--- config.mk ---
export PLATFORM = sky130hd
export DESIGN_NAME = zephyr_mem_arbiter
export DESIGN_NICKNAME = d
export VERILOG_FILES = /design/src/rtl/zephyr_pkg.sv /design/src/rtl/zephyr_rr_pick.sv /design/src/rtl/zephyr_mem_arbiter.sv
export SDC_FILE = /design/constraint.sdc
export NUM_CORES = 1
export LEC_CHECK = 0
export ABC_AREA = 1
export CAP_MARGIN = 20
export CORE_UTILIZATION = 39
export DETAILED_ROUTE_END_ITERATION = 12
export GPL_TIMING_DRIVEN = 0
export PLACE_DENSITY = 0.85
export RECOVER_POWER = 50
export SKIP_LAST_GASP = 1
export SLEW_MARGIN = 15
export SYNTH_ARGS = -nofsm -noshare
export SYNTH_HDL_FRONTEND = slang
export SYNTH_HIERARCHICAL = 1
export SYNTH_SLANG_ARGS = --single-unit
--- constraint.sdc ---
create_clock -name CLK -period 3.4 [get_ports CLK]
set_input_delay 0.34 -clock CLK [delete_from_list [all_inputs] [get_ports CLK]]
set_output_delay 0.34 -clock CLK [all_outputs]
set_load 0.01 [all_outputs]
--- src/rtl/zephyr_pkg.sv ---
// Shared types and defaults for the zephyr RAM arbiter.
package zephyr_pkg;

   typedef enum logic [1:0] {
      OWN_FREE = 2'd0,
      OWN_A    = 2'd1,
      OWN_B    = 2'd2
   } owner_t;

   localparam logic PORT_A = 1'b0;
   localparam logic PORT_B = 1'b1;

   localparam int DEF_ADDR_W   = 4;
   localparam int DEF_DATA_W   = 8;
   localparam int DEF_MAX_LOCK = 4;

endpackage

--- src/rtl/zephyr_rr_pick.sv ---
// Two-way round-robin pick: a lone requester wins, a tie goes to the port
// that was not granted last.
module zephyr_rr_pick
   import zephyr_pkg::*;
(
   input  logic req_a,
   input  logic req_b,
   input  logic last,
   output logic pick_a,
   output logic pick_b
);

   // Tie resolves away from the most recently granted port.
   always_comb begin
      pick_a = req_a & (~req_b | (last == PORT_B));
      pick_b = req_b & ~pick_a;
   end

endmodule

--- src/rtl/zephyr_mem_arbiter.sv ---
// Single-port RAM arbiter between the CPU path (A) and the loader/debug
// port (B), with bus lock and a bounded lock length.
// Build option ZEPHYR_ARB_CPU_PRIO_EN: port A wins every tie and its lock
// is unbounded; only port B's lock is limited to MAX_LOCK grants.
//
// state    | meaning
// OWN_FREE | no owner; grant by round-robin (or A priority)
// OWN_A    | A holds the lock; only A may be granted
// OWN_B    | B holds the lock; only B may be granted
module zephyr_mem_arbiter
   import zephyr_pkg::*;
#(
   parameter int ADDR_W   = DEF_ADDR_W,
   parameter int DATA_W   = DEF_DATA_W,
   parameter int MAX_LOCK = DEF_MAX_LOCK
) (
   input  logic              CLK,
   input  logic              RESET,
   input  logic              A_REQ,
   input  logic              A_WE,
   input  logic              A_LOCK,
   input  logic [ADDR_W-1:0] A_ADDR,
   input  logic [DATA_W-1:0] A_WDATA,
   output logic              A_GNT,
   output logic              A_RVALID,
   input  logic              B_REQ,
   input  logic              B_WE,
   input  logic              B_LOCK,
   input  logic [ADDR_W-1:0] B_ADDR,
   input  logic [DATA_W-1:0] B_WDATA,
   output logic              B_GNT,
   output logic              B_RVALID,
   output logic [DATA_W-1:0] RDATA,
   output logic              RAM_EN,
   output logic              RAM_WE,
   output logic [ADDR_W-1:0] RAM_ADDR,
   output logic [DATA_W-1:0] RAM_WDATA,
   input  logic [DATA_W-1:0] RAM_RDATA
);

   localparam int               CNT_W   = $clog2(MAX_LOCK + 1);
   localparam logic [CNT_W-1:0] CNT_MAX = CNT_W'(MAX_LOCK);
   localparam logic [CNT_W-1:0] CNT_ONE = CNT_W'(1);

   owner_t           owner_q, owner_d;
   logic             last_q, last_d;
   logic [CNT_W-1:0] cnt_q, cnt_d;
   logic             rv_a_q, rv_b_q;
   logic             gnt_a, gnt_b;
   logic             free_dec;
   logic             pick_a, pick_b;
   logic             tie_last;
   logic             limit_a;

`ifdef ZEPHYR_ARB_CPU_PRIO_EN
   // Pretending B was granted last makes every tie fall to A.
   assign tie_last = PORT_B;
   assign limit_a  = 1'b0;
`else
   assign tie_last = last_q;
   assign limit_a  = 1'b1;
`endif

   zephyr_rr_pick u_pick (
      .req_a  (A_REQ),
      .req_b  (B_REQ),
      .last   (tie_last),
      .pick_a (pick_a),
      .pick_b (pick_b)
   );

   // Grant decision and next owner/lock-count; a lapsed owner falls back to the free pick in the same cycle.
   always_comb begin
      gnt_a    = 1'b0;
      gnt_b    = 1'b0;
      free_dec = 1'b0;
      owner_d  = owner_q;
      last_d   = last_q;
      cnt_d    = cnt_q;
      case (owner_q)
         OWN_A: begin
            if (!A_REQ) begin
               free_dec = 1'b1;
            end else if (limit_a && (cnt_q == CNT_MAX) && B_REQ) begin
               gnt_b   = 1'b1;
               owner_d = OWN_FREE;
            end else begin
               gnt_a = 1'b1;
               if (A_LOCK) cnt_d = (cnt_q == CNT_MAX) ? cnt_q : cnt_q + CNT_ONE;
               else        owner_d = OWN_FREE;
            end
         end
         OWN_B: begin
            if (!B_REQ) begin
               free_dec = 1'b1;
            end else if ((cnt_q == CNT_MAX) && A_REQ) begin
               gnt_a   = 1'b1;
               owner_d = OWN_FREE;
            end else begin
               gnt_b = 1'b1;
               if (B_LOCK) cnt_d = (cnt_q == CNT_MAX) ? cnt_q : cnt_q + CNT_ONE;
               else        owner_d = OWN_FREE;
            end
         end
         default: free_dec = 1'b1;
      endcase
      if (free_dec) begin
         gnt_a   = pick_a;
         gnt_b   = pick_b;
         owner_d = OWN_FREE;
         if (pick_a && A_LOCK) begin
            owner_d = OWN_A;
            cnt_d   = CNT_ONE;
         end else if (pick_b && B_LOCK) begin
            owner_d = OWN_B;
            cnt_d   = CNT_ONE;
         end
      end
      if (RESET) begin
         gnt_a = 1'b0;
         gnt_b = 1'b0;
      end
      if (gnt_a)      last_d = PORT_A;
      else if (gnt_b) last_d = PORT_B;
   end

   // Owner, last-granted port, lock count and read-valid pipeline.
   always_ff @(posedge CLK) begin
      if (RESET) begin
         owner_q <= OWN_FREE;
         last_q  <= PORT_B;
         cnt_q   <= '0;
         rv_a_q  <= 1'b0;
         rv_b_q  <= 1'b0;
      end else begin
         owner_q <= owner_d;
         last_q  <= last_d;
         cnt_q   <= cnt_d;
         rv_a_q  <= gnt_a & ~A_WE;
         rv_b_q  <= gnt_b & ~B_WE;
      end
   end

   assign A_GNT     = gnt_a;
   assign B_GNT     = gnt_b;
   assign RAM_EN    = gnt_a | gnt_b;
   assign RAM_WE    = (gnt_a & A_WE) | (gnt_b & B_WE);
   assign RAM_ADDR  = gnt_a ? A_ADDR  : (gnt_b ? B_ADDR  : '0);
   assign RAM_WDATA = gnt_a ? A_WDATA : (gnt_b ? B_WDATA : '0);
   assign A_RVALID  = rv_a_q & ~RESET;
   assign B_RVALID  = rv_b_q & ~RESET;
   assign RDATA     = (A_RVALID | B_RVALID) ? RAM_RDATA : '0;

endmodule

==> run metrics <==
outcome=finished clean; PostCTS Resize Cnt=0; clock-pin transition on the worst setup and hold timing paths=roughly 0.06 ns; setup tns final=0 ns; P&R area growth vs syn=66.8%; Finished Core Util=69.0%; share of post-route cells with drive strength above 1=14.5%; Max Fclk=0.330 GHz; initial antenna violation count=0; Port Buffers=between 60 and 70; Worst Setup Start Kind=register; Power Density=240 nW/um^2; Sink Count=8; post-synth top area cell=nand2_1; Worst-Margin Slew=0.457 ns; placement row count=18; most common library cells after synthesis=46 x nand2_1, 30 x inv_1, 23 x nor2_1, 15 x nand3_1, 11 x nand2_2; DR iter-0 viols=17; vias in the first global route=1080; Starting Density=41.4%; Synth Cell Area=1020 sq um; Final Non-Filler Cells=271; cell chain of the critical path=inv_1 -> ha_1 -> inv_1 -> nand2_1 -> nor2_4 -> nand3_2 -> nand2_1 -> buf_8 -> nand2_1 -> o21ai_2 -> clkdlybuf4s50_1; root buf cell=clkbuf_4; top cells by area, synth=nand2_1 17%, dfxtp_1 16%, inv_1 11%; Mean Syn Cell Area=5.89 sq um; slowest library cell on the worst path=clkdlybuf4s50_1; max_slew headroom=between 60 and 70%; CP max FO=10; delay-heaviest family, CP=buffers and inverters; Crit. End Element=output port; Leakage=0.812 nW; # DRC=0; busiest layer in global routing=met2; Async SR Flop Fraction=0%; # fillers=238; dpl hpwl=about 2200 um; Hold/Removal Path Class=in -> reg; register area share after synthesis=15.6%; routed len/inst=between 9 and 10 um; final count of hold timing violations=0; final period utilization=between 80% and 90%; worst hold path depth=2; die span in x=53.3 um; synth unique cells=24; drt pass-1 iters=4; gr usage total=19.1%; Hold Path Sink=owner_q[1]$_SDFFE_PP0P_; Peak VDD IR=about 0.16 mV; # hold bufs at CTS=0; Worst Skew=about 0.0063 ns; R2R depth=9; leading cell type by number of instances after synthesis=nand2_1; met2 Usage GRT=between 30% and 40%; Worst-Skew Late Latency=0.25 ns; Cells after DPL=268; die height=53.3 um; Yosys reg bits=8; core area=about 2500 sq um; reg2reg setup slack=around 1.5 ns; Post-Synthesis Cells=174; DIE AREA=2840 sq um; n_diodes=0; Congestion Overflow GR=0; Routed WL=~2600 um; CP most frequent cell=nand2_1; Syn. warnings=6; gp weighted congestion=0.809; number of synthesized flops with an enable pin=0; Synth Flop Type=dfxtp_1; RSZ-0062 raised after global routing=no; post-CTS setup buffer count=0; post-synth top area share=16.8%; M1 GR Usage=21.0%; Multi-input gate area=664 sq um; # H-tree levels=1; Worst R2R Start=owner_q[0]$_SDFFE_PP0P_; critical path class=reg -> out; sequential cell area=about 160 sq um; CTS tree=yes; fin nets=roughly 290; clock tree buffer depth=2; maxcap violations=0; routed vias=between 1000 and 1500; worst path arrival time=2.69 ns; crit path buf inv count=4; CTS buffer count=3; Final Setup Violations=0; required time of the critical path=3.06 ns; largest net degree at the start of global routing=11; max-slew violations=0; syn nets=218; Worst R2R End=rv_a_q$_SDFF_PP0_; Boundary Pins=66; final worst path period need=3.03 ns; Avg Vias per Cell=4.69; Final ANT Viol Nets=0; slowest stage delay, CP=0.55 ns; GR Layer Usage met3=3.74%; Hold Crit Start=RESET; first-pass GRT wire length=a little over 4000 um
[metal layers]
layer | vias up | wire [um]
met4 | 0 | 31
met3 | 4 | 172
met2 | 44 | 1290
li1 | 671 | -
met1 | 553 | 1150
met5 | - | 0
[worst max path at each step]
stage / depth (start not counted) / start / to / slack, ns
4_1_cts: 11 / owner_q[0]$_SDFFE_PP0P_ / RAM_WDATA[4] / 0.52
2_1_floorplan: 9 / owner_q[0]$_SDFFE_PP0P_ / RAM_ADDR[0] / 1.49
3_5_place_dp: 11 / B_REQ / RAM_WDATA[4] / 0.60
3_3_place_gp: 11 / B_REQ / RAM_WDATA[3] / 0.63
5_1_grt: 11 / owner_q[0]$_SDFFE_PP0P_ / RAM_WDATA[4] / 0.21
6_report: 11 / owner_q[0]$_SDFFE_PP0P_ / RAM_WDATA[4] / 0.37
[flip-flops by register name (all words and copies together), names as in the netlist]
name and cells:
rv_b_q 1, cnt_q 3, last_q 1, rv_a_q 1
owner_q 2
[final cells by class]
class                      count  share of cell area, %
buffer                         4                   3.00
timing repair buffer          64                   37.5
inverter                      34                   7.76
tap                           30                   2.20
clock buffer                   3                   1.32
sequential                     8                   9.37
multi-input combinational    128                   38.9
[power by group]
group / total [mW] / leakage, nW / internal [mW] / switching [mW]
Sequential: 0.105 / 0.0655 / 0.100 / 0.00455
Clock: 0.0727 / 0.0138 / 0.0404 / 0.0323
Combinational: 0.233 / 0.732 / 0.125 / 0.108
Total: 0.410 / 0.812 / 0.265 / 0.145
[cells by family after synthesis]
group | Yosys count | share of synthesized area (%)
compound gates | 23 | 16.5
fa+ha+maj | 4 | 4.88
buf+inv | 38 | 17.9
flops | 8 | 15.6
simple gates | 101 | 45.1
[cells in the final DEF (no fill, tap or decap)]
cell             instances
nand4_1                  1
nor2_4                   1
nand3_2                  2
o21ai_0                  6
nand3_1                 16
buf_2                    1
ha_1                     4
o21ai_2                  8
clkbuf_4                 3
buf_12                   1
dlygate4sd3_1           10
buf_8                    1
o211ai_1                 1
a21oi_4                  1
nor2_1                  23
nand2_1                 47
nand2_2                 11
a21oi_1                  6
a21boi_2                 1
dfxtp_1                  8
inv_2                    3
buf_6                    1
inv_6                    1
clkdlybuf4s50_1         54
inv_1                   30
[through the flow]
stage | cell area [sq um] | setup slack [ns] | hold WS, ns | power (mW)
floorplan | 1020 | 1.49 | 0.412 | 0.229
global placement | 1700 | 0.631 | 0.472 | 0.343
detailed placement | 1700 | 0.603 | 0.481 | 0.346
CTS | 1730 | 0.522 | 0.371 | 0.419
global route | 1710 | 0.206 | 0.379 | 0.440
finish | 1710 | 0.367 | 0.366 | 0.410
No activity file was read; power rests on OpenSTA's default activity.
